[config.mk]
export PLATFORM = sky130hd
export DESIGN_NAME = reduce_pipe
export DESIGN_NICKNAME = d
export VERILOG_FILES = /design/src/rtl/reduce_pkg.sv /design/src/rtl/reduce_stage.sv /design/src/rtl/reduce_pipe.sv
export SDC_FILE = /design/constraint.sdc
export NUM_CORES = 1
export LEC_CHECK = 0
export ABC_CLOCK_PERIOD_IN_PS = 2200
export CAP_MARGIN = 25
export CORE_ASPECT_RATIO = 1.1
export CORE_MARGIN = 4
export CORE_UTILIZATION = 54
export DETAILED_ROUTE_END_ITERATION = 7
export PLACE_DENSITY = 0.94
export SYNTH_ARGS = -nofsm -noshare
export SYNTH_HDL_FRONTEND = slang
export SYNTH_SLANG_ARGS = --single-unit
[constraint.sdc]
create_clock -name clk -period 2.2 [get_ports clk]
set_clock_uncertainty 0.1 [all_clocks]
set_input_delay 0.44 -clock clk [delete_from_list [all_inputs] [get_ports clk]]
set_output_delay 0.44 -clock clk [all_outputs]
set_load 0.03 [all_outputs]
[src/rtl/reduce_pkg.sv]
// Shared types and constants for the reduction pipeline.
package reduce_pkg;

  localparam int unsigned MIN_WIDTH = 2;
  localparam int unsigned MAX_WIDTH = 64;

  typedef enum logic [1:0] {
    OP_AND  = 2'd0,
    OP_OR   = 2'd1,
    OP_XOR  = 2'd2,
    OP_XNOR = 2'd3
  } op_e;

  // XNOR travels through the tree as XOR; inversion happens only at the root.
  function automatic logic reduce2(op_e op, logic a, logic b);
    case (op)
      OP_AND:  return a & b;
      OP_OR:   return a | b;
      default: return a ^ b;
    endcase
  endfunction

endpackage

[src/rtl/reduce_stage.sv]
// One tree level: N operand bits in, N/2 registered partial results out,
// with valid and op carried alongside; holds when en is low.
module reduce_stage
  import reduce_pkg::*;
#(
  parameter int unsigned N    = 2,
  parameter bit          LAST = 1'b0
) (
  input  logic             clk,
  input  logic             reset,
  input  logic             en,
  input  logic             in_valid,
  input  logic [1:0]       in_op,
  input  logic [N-1:0]     in_bits,
  output logic             out_valid,
  output logic [1:0]       out_op,
  output logic [N/2-1:0]   out_bits
);

  localparam int unsigned HALF = N / 2;

  logic            valid_q, valid_d;
  logic [1:0]      op_q, op_d;
  logic [HALF-1:0] bits_q, bits_d;

  always_comb begin
    valid_d = valid_q;
    op_d    = op_q;
    bits_d  = bits_q;
    if (en) begin
      valid_d = in_valid;
      op_d    = in_op;
      for (int i = 0; i < int'(HALF); i++) begin
        bits_d[i] = reduce2(op_e'(in_op), in_bits[2*i], in_bits[2*i+1]);
      end
      if (LAST && (op_e'(in_op) == OP_XNOR)) begin
        bits_d = ~bits_d;
      end
    end
  end

  always_ff @(posedge clk) begin
    if (reset) begin
      valid_q <= 1'b0;
      op_q    <= 2'b00;
      bits_q  <= '0;
    end else begin
      valid_q <= valid_d;
      op_q    <= op_d;
      bits_q  <= bits_d;
    end
  end

  assign out_valid = valid_q;
  assign out_op    = op_q;
  assign out_bits  = bits_q;

endmodule

[src/rtl/reduce_pipe.sv]
// Pipelined AND/OR/XOR/XNOR reduction tree with valid/ready handshake.
// Optional REDUCE_PIPE_STATS_EN adds a saturating output-transfer counter (done_cnt).
module reduce_pipe
  import reduce_pkg::*;
#(
  parameter int unsigned WIDTH  = 8,
  parameter int unsigned LEVELS = $clog2(WIDTH)
) (
  input  logic             clk,
  input  logic             reset,
  input  logic             in_valid,
  output logic             in_ready,
  input  logic [WIDTH-1:0] in_a,
  input  logic [1:0]       in_op,
  output logic             out_valid,
  input  logic             out_ready,
  output logic             out_y,
  output logic [1:0]       out_op
`ifdef REDUCE_PIPE_STATS_EN
  ,
  output logic [15:0]      done_cnt
`endif
);

  localparam int unsigned TREE_BITS = 2 * WIDTH - 1;

  // Level l of the tree occupies WIDTH>>l bits starting at 2*WIDTH - 2*(WIDTH>>l).
  logic [TREE_BITS-1:0]  tree;
  logic [LEVELS:0]       vld;
  logic [LEVELS:0][1:0]  ops;
  logic                  advance;

  assign advance           = !out_valid || out_ready;
  assign in_ready          = advance;
  assign tree[WIDTH-1:0]   = in_a;
  assign vld[0]            = in_valid;
  assign ops[0]            = in_op;

  for (genvar l = 0; l < int'(LEVELS); l++) begin : g_lvl
    localparam int unsigned N     = WIDTH >> l;
    localparam int unsigned OFF_I = 2 * WIDTH - 2 * N;
    localparam int unsigned OFF_O = 2 * WIDTH - N;

    reduce_stage #(
      .N    (N),
      .LAST (l == int'(LEVELS) - 1)
    ) u_stage (
      .clk       (clk),
      .reset     (reset),
      .en        (advance),
      .in_valid  (vld[l]),
      .in_op     (ops[l]),
      .in_bits   (tree[OFF_I +: N]),
      .out_valid (vld[l+1]),
      .out_op    (ops[l+1]),
      .out_bits  (tree[OFF_O +: N/2])
    );
  end

  assign out_valid = vld[LEVELS];
  assign out_op    = ops[LEVELS];
  assign out_y     = tree[TREE_BITS-1];

`ifdef REDUCE_PIPE_STATS_EN
  logic [15:0] done_cnt_q, done_cnt_d;

  always_comb begin
    done_cnt_d = done_cnt_q;
    if (out_valid && out_ready && (done_cnt_q != 16'hFFFF)) begin
      done_cnt_d = done_cnt_q + 16'd1;
    end
  end

  always_ff @(posedge clk) begin
    if (reset) begin
      done_cnt_q <= 16'd0;
    end else begin
      done_cnt_q <= done_cnt_d;
    end
  end

  assign done_cnt = done_cnt_q;
`endif

endmodule

; After elaboration in Yosys (flattened, before gate mapping)
; Cells that the tools add are included.
[totals]
register_bits = 16
in_bits = 14
word_cells = 49
[op_classes]
n_eq_ne = 4
muxes = 9
n_bitwise = 22
reduce_logical = 5
[ops]
columns = cell, count
row1 = case mux 1 bit (2 select lines), 7
row2 = AND 1 bit, 7
row3 = OR 1 bit, 7
row4 = XOR 1 bit, 7
row5 = "== test 2 x 1 -> 1 bit, second input constant", 3
row6 = zero test 2 bit, 3
row7 = "== test 2 bit, second input constant", 1
row8 = two-way mux 1 bit, 2
row9 = zero test 1 bit, 1
row10 = logical OR 1 bit, 1
row11 = inverter 1 bit, 1

; Depth between registers and ports, before layout
; Gate-level depths: netlist of the first run.
[logic_depth]
depth_word = 5
depth_mapped = 5
ltp_nobuf = 5

; By module
; A second synthesis of the first run with hierarchy kept.
[unflattened]
cells_unflattened = 105
area_unflattened_um2 = 953.4
[by_module_without_submodules]
columns = module, instances, cells_per_inst, area_per_inst_um2, seq_area_each_um2
row1 = reduce_stage at g_lvl[0].u_stage, 1, 53, 457.9, 140.1
row2 = reduce_stage at g_lvl[1].u_stage, 1, 31, 282.8, 100.1
row3 = reduce_stage at g_lvl[2].u_stage, 1, 20, 206.4, 80.1
row4 = reduce_pipe, 1, 1, 6.3, 0.0

; Worst setup path after synthesis of the first run
; OpenSTA, ideal clock, no wires.
[synth_timing]
path_type = register to output
startpoint = register g_lvl[2].u_stage.valid_q
endpoint = output port in_ready
arrival_ns = 1.008
t_required_ns = 1.660
path_slack_ns = 0.652
stages_incl_launch_ff = 4
n_path_buf = 1
path_cell_list = dfxtp_1 -> nor2b_4 -> inv_1 -> buf_2
[synth_via]
elab_chain_len = 2
[synth_rtl]
columns = item, line_no
row1 = "start, declared", reduce_stage.sv:22  ; logic valid_q, valid_d;
row2 = "start signal, assigned", reduce_stage.sv:48  ; valid_q <= valid_d;
row3 = zero test 1 bit, reduce_pipe.sv:33  ; assign advance = !out_valid || out_ready;
row4 = logical OR 1 bit, reduce_pipe.sv:33
row5 = "end, declared", reduce_pipe.sv:12  ; output logic in_ready,
; Every way passes these cells.

; Worst setup path in the final report of the first run
[layout_timing]
startpoint = input port out_ready
endpoint = output port in_ready
[layout_via]
elab_chain_len = 1
[layout_rtl]
columns = item, line_no
row1 = "start, declared", reduce_pipe.sv:16  ; input logic out_ready,
row2 = logical OR 1 bit, reduce_pipe.sv:33
; Every way passes these cells.

==> results of run 1 <==
==> final cells by class <==
| class | count | area [sq um] |
|---|---|---|
| multi-input combinational | 71 | 539 |
| fill | 108 | 448 |
| sequential | 16 | 320 |
| timing repair buffer | 21 | 200 |
| inverter | 18 | 67.6 |
| clock buffer | 4 | 36.3 |
| tap | 17 | 21.3 |
==> registers in the layout, indices dropped and copies added (netlist names) <==
signal                   cells
g_lvl.u_stage.out_bits       7
g_lvl.u_stage.out_op         6
g_lvl.u_stage.out_valid      3
==> where the power goes <==
group	internal [mW]	total, mW	switching [mW]
combinational	0.0669	0.133	0.0662
clock	0.101	0.195	0.0945
sequential	0.308	0.321	0.0133
==> placed cells by master, fill, tap and decap left out, types with 3 or more instances in the layout <==
master / synthesis / layout
a211o_1: 3 / 3
nor3b_1: 3 / 3
buf_4: 0 / 4
a21oi_1: 11 / 11
clkdlybuf4s50_1: 0 / 17
clkbuf_4: 0 / 3
nor2_1: 7 / 7
nand2_1: 16 / 16
ha_1: 14 / 14
dfxtp_1: 16 / 16
inv_1: 18 / 18
==> cells by family (layout without fill, tap and decap cells) <==
logic type               after synthesis  count (layout)  share of synthesized area [%]
AND/OR/NAND/NOR                       31              31                           15.7
buffers and inverters                 24              43                           11.8
AO/OA/AOI/OAI                         23              23                           18.5
flip-flops                            16              16                           32.9
adder cells (fa/ha/maj)               14              14                           18.0
multiplexers                           3               3                           3.21
==> critical path, stage by stage <==
cell and delay, ns:
clkdlybuf4s50_1 0.45, nor2b_4 0.35, inv_1 0.11, buf_4 0.18
==> synth_stat cells, drive strengths merged <==
cell and n:
inv 18, dfxtp 16, nand2 16, ha 14, a21oi 11, nor2 7, a2111oi 5, buf 5
nor2b 4, a211o 3, a221oi 3, nor3b 3, mux2i 2, a211oi 1, clkbuf 1, mux2 1
nor4 1
==> per-layer routing <==
layer / GRT usage, % / part of all wire [%] / up-vias
met1: 18.9 / 42 / 385
met4: 8.07 / 2.1 / 0
li1: - / - / 413
met5: 0 / 0 / -
met2: 31.7 / 52 / 15
met3: 4.27 / 3.7 / 5
==> through the flow <==
| stage | setup WS (ns) | util, % | cells | power, mW |
|---|---|---|---|---|
| 3_5_place_dp | 0.134 | 70.3 | 143 | 0.460 |
| 3_3_place_gp | 0.144 | 70.3 | 143 | 0.449 |
| 5_1_grt | 0.0524 | 72.6 | 147 | 0.689 |
| 2_1_floorplan | 0.652 | - | 111 | 0.407 |
| 6_report | 0.128 | 72.6 | 147 | 0.650 |
| 4_1_cts | 0.131 | 72.6 | 147 | 0.655 |
==> worst max path at each step <==
stage	endpoint	depth (start not counted)	startpoint	slack, ns
floorplan	in_ready	3	g_lvl[2].u_stage.out_valid$_SDFFE_PP0P_	0.65
global placement	in_ready	4	out_ready	0.14
detailed placement	in_ready	4	out_ready	0.13
CTS	in_ready	4	out_ready	0.13
global route	in_ready	4	out_ready	0.05
finish	in_ready	4	out_ready	0.13
==> impl_metrics.env, run 1 <==
export IMPL_tightest_slew_ns=0.605
export IMPL_syn_inst=111
export IMPL_wire_per_inst_microns=13.8
export IMPL_initial_core_util_pct=59.7
export IMPL_status="completed"
export IMPL_synth_cell_types=23
export IMPL_critPathArrivalTime_ns=1.53
export IMPL_ant_nets=0
export IMPL_ys_seq_elements=16
export IMPL_detail_route_iter0_violations=6
export IMPL_clock_sinks=16
export IMPL_wl_mm=2.03
export IMPL_via_per_inst=5.56
export IMPL_hold_path_endpoint="g_lvl[1].u_stage.out_valid$_SDFFE_PP0P_"
export IMPL_cts_made_buffers=3
export IMPL_die_area_sq_um=2550
export IMPL_holdWs_ns=0.361
export IMPL_clockBufferDepth=2
export IMPL_tns_ns=0
export IMPL_critPathLaunchType="primary input"
export IMPL_leakagePower_nw=0.521
export IMPL_final_area_sq_um=1180
export IMPL_clkTransAtPathRegs_ns=0.09
export IMPL_fin_crit_ns=2.07
export IMPL_hold_depth=2
export IMPL_power_density_nw_per_um2=548
export IMPL_dpl_cell_area_sq_um=1150
export IMPL_rsz0062_at_grt="no"
export IMPL_die_h_microns=52.6
export IMPL_yosysSeqAreaShare_pct=32.9
export IMPL_critPathKind="primary input to output pin"
export IMPL_rr_worst_depth=3
export IMPL_grt_pass1_wl_mm=3.46
export IMPL_hold_buffers=0
export IMPL_io_pins=19
export IMPL_fmax_ghz=0.483
export IMPL_syn2layout_area_growth_pct=21.6
export IMPL_core_area_sq_um=1630
export IMPL_clk_latency_ns=0.29
export IMPL_vias=818
export IMPL_yosys_warnings=0
export IMPL_nNetsFinal=159
export IMPL_die_w_microns=48.5
export IMPL_rows=15
export IMPL_diodes=0
export IMPL_synth_area_leaders="dfxtp_1 (33%), ha_1 (18%), inv_1 (6.9%)"
export IMPL_grt_max_degree=18
export IMPL_syn_num_nets=139
export IMPL_place_gp_congestion=0.742
export IMPL_yosysTopAreaCell="dfxtp_1"
export IMPL_maxSlewHeadroom_pct=59.5
export IMPL_hold_start="g_lvl[0].u_stage.out_valid$_SDFFE_PP0P_"
export IMPL_final_hold_violation_count=0
export IMPL_r2r_end="g_lvl[0].u_stage.out_bits[1]$_SDFFE_PP0P_"
export IMPL_root_buffer="clkbuf_4"
export IMPL_cp_max_fo=17
export IMPL_grt_overflow_total=0
export IMPL_post_cts_resized=0
export IMPL_drc=0
export IMPL_netlist_area_leader_share_pct=32.9
export IMPL_grt_pass1_vias=799
export IMPL_fin_crit_sh_pct=94.2
export IMPL_crit_path_end_kind="output pin"
export IMPL_setup_viol=0
export IMPL_ctsHtreeMaxLevel=1
export IMPL_peakVddDrop_mv=0.362
export IMPL_layout_drive_gt1_share_pct=11.5
export IMPL_hold_class="flip-flop to flip-flop"
export IMPL_syn_area_per_cell_sq_um=8.78
export IMPL_r2r_start="g_lvl[2].u_stage.out_valid$_SDFFE_PP0P_"
export IMPL_antenna_found_initial=0
export IMPL_hpwl_mm=1.59
export IMPL_crit_required_ns=1.66
export IMPL_synth_area_sq_um=975
export IMPL_drv_cap=0
export IMPL_setup_reg_to_reg_worst_slack_ns=0.69
export IMPL_firstDrtPassIters=4
export IMPL_finalMaxSlewViolations=0
export IMPL_portBuffers=18
export IMPL_cts_tree="built"
export IMPL_cts_setup_buffers=0
export IMPL_grtUsageTotal_pct=17.4
No activity file was read; power rests on OpenSTA's default activity.
==> inputs of run 2 (changes only) <==
--- a/config.mk
+++ b/config.mk
@@ -9,9 +9,11 @@
 export CAP_MARGIN = 25
 export CORE_ASPECT_RATIO = 1.1
 export CORE_MARGIN = 4
-export CORE_UTILIZATION = 54
+export CORE_UTILIZATION = 50
 export DETAILED_ROUTE_END_ITERATION = 7
-export PLACE_DENSITY = 0.94
+export GPL_TIMING_DRIVEN = 0
+export PLACE_DENSITY = 0.89
 export SYNTH_ARGS = -nofsm -noshare
 export SYNTH_HDL_FRONTEND = slang
+export SYNTH_HIERARCHICAL = 1
 export SYNTH_SLANG_ARGS = --single-unit
==> impl_metrics.env, run 2 <==
export IMPL_yosys_warnings=6
export IMPL_core_area_sq_um=1800
export IMPL_yosys_area_share_simple_pct=15.1
export IMPL_cts_tree="built"
export IMPL_crit_chain="clkdlybuf4s50_1 -> nand2b_1 -> dlygate4sd2_1"
export IMPL_firstDrtPassIters=4
export IMPL_synth_adder_area_share_pct=18.4
export IMPL_layout_drive_gt1_share_pct=8.00
export IMPL_netlist_area_leader_share_pct=33.6
export IMPL_synthTopCellsByCount="nor2_1 (18), dfxtp_1 (16), ha_1 (14), inv_1 (14), mux2i_1 (11)"
export IMPL_hpwl_mm=1.42
export IMPL_grt_pass1_wl_mm=3.02
export IMPL_power_density_nw_per_um2=535
export IMPL_synth_compound_area_share_pct=11.5
export IMPL_root_buffer="clkbuf_4"
export IMPL_nNetsFinal=154
export IMPL_portBuffers=16
export IMPL_synth_top_flop_cell="dfxtp_1"
export IMPL_final_hold_violation_count=0
export IMPL_drv_cap=0
export IMPL_tns_ns=0
export IMPL_p_seq_share_pct=51.3
export IMPL_sw_frac_of_total_pct=25.0
export IMPL_holdWs_ns=0.345
export IMPL_ant_nets=0
export IMPL_final_common_cell="nor2_1"
export IMPL_antenna_found_initial=0
export IMPL_maxSlewHeadroom_pct=61.8
export IMPL_grt_overflow_total=0
export IMPL_diodes=0
export IMPL_pwr_share_comb_pct=18.4
export IMPL_synthMostInstantiatedCell="nor2_1"
export IMPL_crit_required_ns=1.66
export IMPL_leakagePower_nw=0.592
export IMPL_p_int_uw=470
export IMPL_mostFrequentLayoutCells="nor2_1 (18), dfxtp_1 (16), clkdlybuf4s50_1 (15), inv_1 (14), ha_1 (14)"
export IMPL_clock_sinks=16
export IMPL_cts_setup_buffers=0
export IMPL_place_gp_congestion=0.720
export IMPL_largest_register_ffs=7
export IMPL_ys_seq_elements=16
export IMPL_initial_core_util_pct=52.9
export IMPL_status="completed"
export IMPL_synth_top_family_by_area="adder cells"
export IMPL_synth_xor_xnor_area_share_pct=0
export IMPL_ys_async_sr_fraction_pct=0
export IMPL_via_per_inst=5.31
export IMPL_synth_edff_count=0
export IMPL_fmax_ghz=0.491
export IMPL_critical_path_slowest_cell="clkdlybuf4s50_1"
export IMPL_io_pins=19
export IMPL_grt_pass1_vias=760
export IMPL_peakVddDrop_mv=0.220
export IMPL_syn_area_per_cell_sq_um=9.08
export IMPL_yosysTopAreaCell="dfxtp_1"
export IMPL_hold_buffers=0
export IMPL_clk_latency_ns=0.28
export IMPL_crit_path_end_kind="output pin"
export IMPL_fin_crit_sh_pct=92.5
export IMPL_die_w_microns=49.6
export IMPL_synth_area_leaders="dfxtp_1 (34%), ha_1 (18%), mux2i_1 (12%)"
export IMPL_hold_class="primary input to flip-flop"
export IMPL_die_area_sq_um=2670
export IMPL_setup_viol=0
export IMPL_grtUsageTotal_pct=14.7
export IMPL_cts_made_buffers=3
export IMPL_tightest_slew_ns=0.571
export IMPL_die_h_microns=53.8
export IMPL_fin_crit_ns=2.03
export IMPL_rsz0062_at_grt="no"
export IMPL_wl_mm=1.73
export IMPL_wire_per_inst_microns=12.1
export IMPL_clockBufferDepth=2
export IMPL_fin_ws_ns=0.165
export IMPL_clkTransAtPathRegs_ns=0.09
export IMPL_cp_slowest_stage_delay_ns=0.44
export IMPL_syn_inst=105
export IMPL_ctsHtreeMaxLevel=1
export IMPL_synth_cell_types=20
export IMPL_syn_num_nets=133
export IMPL_yosysSeqAreaShare_pct=33.6
export IMPL_synthMuxAreaShare_pct=12.7
export IMPL_vias=759
export IMPL_post_place_ws_ns=-0.131
export IMPL_power_switching_uw=157
export IMPL_clock_power_share_pct=30.3
export IMPL_rows=16
export IMPL_detail_route_iter0_violations=2
export IMPL_grt_max_degree=17
export IMPL_cp_max_fo=5
export IMPL_finalMaxSlewViolations=0
export IMPL_critPathLaunchType="primary input"
export IMPL_synth_area_sq_um=953
export IMPL_critPathKind="primary input to output pin"
export IMPL_critPathArrivalTime_ns=1.49
export IMPL_drc=0
export IMPL_syn2layout_area_growth_pct=22.8
run 2: cell types whose count changed in the layout (fill, tap and decap cells not counted), moves of 3 or more:
cell      before  now
nand2_1       16    4
nand2b_1       0    5
buf_4          4    0
buf_2          0    3
a21oi_1       11    2
a311oi_1       0    4
nor2_1         7   18
mux2i_1        2   11
nor3b_1        3    0
inv_1         18   14
run 2: repair_timing:
action                                  CTS  global route
gates resized for setup                   1             0
hold endpoints to repair                  0             0
endpoints found under the setup margin    1             0
run 2: cell type report:
cell class                      instances  area, sq um
Buffer                                  5         30.0
Clock buffer                            4         36.3
Inverter                               14         52.6
Multi-Input combinational cell         70          551
Tap cell                               18         22.5
Timing Repair Buffer                   16          159
Sequential cell                        16          320
Fill cell                             160          631
run 2: power groups by stage:
| stage | combinational (mW) | sequential (mW) | clock (mW) |
|---|---|---|---|
| after global placement | 0.107 | 0.327 | 0 |
| after detailed placement | 0.116 | 0.329 | 0 |
| final | 0.115 | 0.322 | 0.190 |
| after floorplan | 0.0655 | 0.330 | 0 |
| after global routing | 0.129 | 0.325 | 0.211 |
| after CTS | 0.117 | 0.322 | 0.197 |
run 2: path summary, 6_finish.rpt:
kind | cells past startpoint | endpoint | slack [ns] | start
worst max-delay path | 3 | in_ready | 0.17 | out_ready
worst min-delay path | 3 | g_lvl[0].u_stage/out_op[0]$_SDFFE_PP0P_ | 0.34 | in_op[0]
worst max register to register | 5 | g_lvl[2].u_stage/out_bits$_SDFFE_PP0P_ | 0.69 | g_lvl[1].u_stage/out_bits[0]$_SDFFE_PP0P_
worst min register to register | 2 | g_lvl[2].u_stage/out_op[0]$_SDFFE_PP0P_ | 0.41 | g_lvl[2].u_stage/out_op[0]$_SDFFE_PP0P_
run 2: stage by stage:
step	power (mW)	instances	cell area [sq um]	util, %
after global routing	0.666	143	1170	65.0
after floorplan	0.396	105	953	-
final	0.627	143	1170	65.0
after detailed placement	0.445	139	1140	63.1
after global placement	0.434	139	1140	63.1
after CTS	0.636	143	1170	65.0
run 2: cells by family (layout without fill, tap and decap cells):
family	after synthesis	in the layout
AOI/OAI and AO/OA	13	13
adders and majority gates	14	14
buffers and inverters	19	39
DFF	16	16
muxes	12	12
and+or+nand+nor	31	31
run 2: worst max-delay path, delay by kind of cell:
family | cells | cell delay (ns)
buffers and inverters | 2 | 0.86
and+or+nand+nor | 1 | 0.19
run 2: layer usage:
metal | up-vias | wire length [microns] | global-route usage, %
met1 | 352 | 650 | 13.4
met2 | 16 | 980 | 31.3
li1 | 389 | - | -
met4 | 0 | 4 | 6.91
met3 | 2 | 94 | 2.77
met5 | - | 0 | 0
==> inputs of run 3 (changes only) <==
--- a/config.mk
+++ b/config.mk
@@ -10,9 +10,11 @@
 export CORE_ASPECT_RATIO = 1.1
 export CORE_MARGIN = 4
 export CORE_UTILIZATION = 50
+export CTS_CLUSTER_SIZE = 8
 export DETAILED_ROUTE_END_ITERATION = 7
 export GPL_TIMING_DRIVEN = 0
 export PLACE_DENSITY = 0.89
+export REMOVE_ABC_BUFFERS = 1
 export SYNTH_ARGS = -nofsm -noshare
 export SYNTH_HDL_FRONTEND = slang
 export SYNTH_HIERARCHICAL = 1
==> impl_metrics.env, run 3 (same netlist as run 2, synthesis figures left out) <==
export IMPL_initial_core_util_pct=52.9
export IMPL_power_switching_uw=156
export IMPL_clock_power_share_pct=30.8
export IMPL_power_uw=627
export IMPL_critPathArrivalTime_ns=1.61
export IMPL_hold_buffers=0
export IMPL_setup_viol=0
export IMPL_rows=16
export IMPL_die_area_sq_um=2670
export IMPL_hold_path_endpoint="g_lvl[0].u_stage/out_bits[2]$_SDFFE_PP0P_"
export IMPL_r2r_start="g_lvl[1].u_stage/out_bits[0]$_SDFFE_PP0P_"
export IMPL_grt_max_degree=25
export IMPL_fin_crit_ns=2.15
export IMPL_dpl_cell_area_sq_um=1130
export IMPL_hold_class="flip-flop to flip-flop"
export IMPL_hold_depth=2
export IMPL_clockBufferDepth=2
export IMPL_fin_ws_ns=0.0457
export IMPL_fin_cells=140
export IMPL_final_hold_violation_count=0
export IMPL_diodes=0
export IMPL_setup_reg_to_reg_worst_slack_ns=0.69
export IMPL_r2r_end="g_lvl[2].u_stage/out_bits$_SDFFE_PP0P_"
export IMPL_mostFrequentLayoutCells="nor2_1 (18), clkdlybuf4s50_1 (17), dfxtp_1 (16), inv_1 (14), ha_1 (14)"
export IMPL_vias=743
export IMPL_cts_made_buffers=3
export IMPL_final_common_cell="nor2_1"
export IMPL_fin_crit_sh_pct=97.9
export IMPL_die_h_microns=53.8
export IMPL_layout_drive_gt1_share_pct=5.74
export IMPL_crit_required_ns=1.66
export IMPL_grt_pass1_vias=699
export IMPL_grt_pass1_wl_mm=2.68
export IMPL_place_gp_congestion=0.731
export IMPL_fmax_ghz=0.464
export IMPL_place_inst=136
export IMPL_rsz0062_at_grt="no"
export IMPL_drc=0
export IMPL_final_area_sq_um=1170
export IMPL_maxSlewHeadroom_pct=60.9
export IMPL_holdWs_ns=0.402
export IMPL_drv_cap=0
export IMPL_ctsHtreeMaxLevel=1
export IMPL_rr_worst_depth=5
export IMPL_crit_path_end_kind="output pin"
export IMPL_wl_mm=1.51
export IMPL_clk_latency_ns=0.29
export IMPL_clkTransAtPathRegs_ns=0.09
export IMPL_pwr_share_comb_pct=17.9
export IMPL_root_buffer="clkbuf_4"
export IMPL_via_per_inst=5.31
export IMPL_die_w_microns=49.6
export IMPL_grt_overflow_total=0
export IMPL_portBuffers=18
export IMPL_cts_setup_buffers=0
export IMPL_wire_per_inst_microns=10.8
export IMPL_power_density_nw_per_um2=536
export IMPL_nNetsFinal=151
export IMPL_detail_route_iter0_violations=4
export IMPL_core_area_sq_um=1800
export IMPL_sw_frac_of_total_pct=24.9
export IMPL_cp_max_fo=24
export IMPL_antenna_found_initial=0
export IMPL_syn2layout_area_growth_pct=22.7
export IMPL_ant_nets=0
export IMPL_crit_start="out_ready"
export IMPL_post_place_ws_ns=-0.839
export IMPL_tightest_slew_ns=0.585
export IMPL_post_cts_resized=3
export IMPL_critPathKind="primary input to output pin"
export IMPL_final_core_util_pct=64.9
export IMPL_hold_start="g_lvl[0].u_stage/out_bits[2]$_SDFFE_PP0P_"
export IMPL_largest_register_ffs=7
export IMPL_status="completed"
export IMPL_grtUsageTotal_pct=13.1
export IMPL_hpwl_mm=1.22
export IMPL_tns_ns=0
export IMPL_leakagePower_nw=0.593
export IMPL_p_seq_share_pct=51.3
export IMPL_firstDrtPassIters=3
export IMPL_n_fill_cell=162
export IMPL_critPathLaunchType="primary input"
export IMPL_clock_sinks=16
export IMPL_cts_tree="built"
export IMPL_io_pins=19
export IMPL_p_int_uw=471
export IMPL_finalMaxSlewViolations=0
export IMPL_peakVddDrop_mv=0.289
## run 3: cell type report
class	count	area, sq um	area share, %
timing repair buffer	18	180	15.4
sequential	16	320	27.4
multi-input combinational	70	558	47.7
clock buffer	4	36.3	3.10
inverter	14	52.6	4.49
tap	18	22.5	1.93
## run 3: critical path: stages
cell and delay [ns]:
clkdlybuf4s50_1 0.45, nand2b_4 0.30, clkdlybuf4s15_1 0.42
## run 3: how the worst max path moves through the flow
stage	to	slack, ns	cells past startpoint
after floorplan	g_lvl[0].u_stage/out_bits[2]$_SDFFE_PP0P_	0.32	3
after global placement	in_ready	-0.85	3
after detailed placement	in_ready	-0.84	3
after CTS	in_ready	0.02	3
after global routing	in_ready	0.005	3
final	in_ready	0.05	3
## run 3: per-layer routing
metal / global-route usage, % / up-vias / share of wire (%)
li1: - / 382 / -
met3: 2.77 / 3 / 6.4
met1: 12.7 / 336 / 40
met5: 0 / - / 0
met2: 25.6 / 22 / 51
met4: 8.29 / 0 / 2.3
## run 3: power by group through the flow
stage	Clock (mW)	Sequential [mW]	Combinational [mW]
final	0.193	0.322	0.112
after global routing	0.214	0.325	0.130
after CTS	0.202	0.322	0.115
after detailed placement	0	0.329	0.114
after global placement	0	0.327	0.107
after floorplan	0	0.330	0.0600
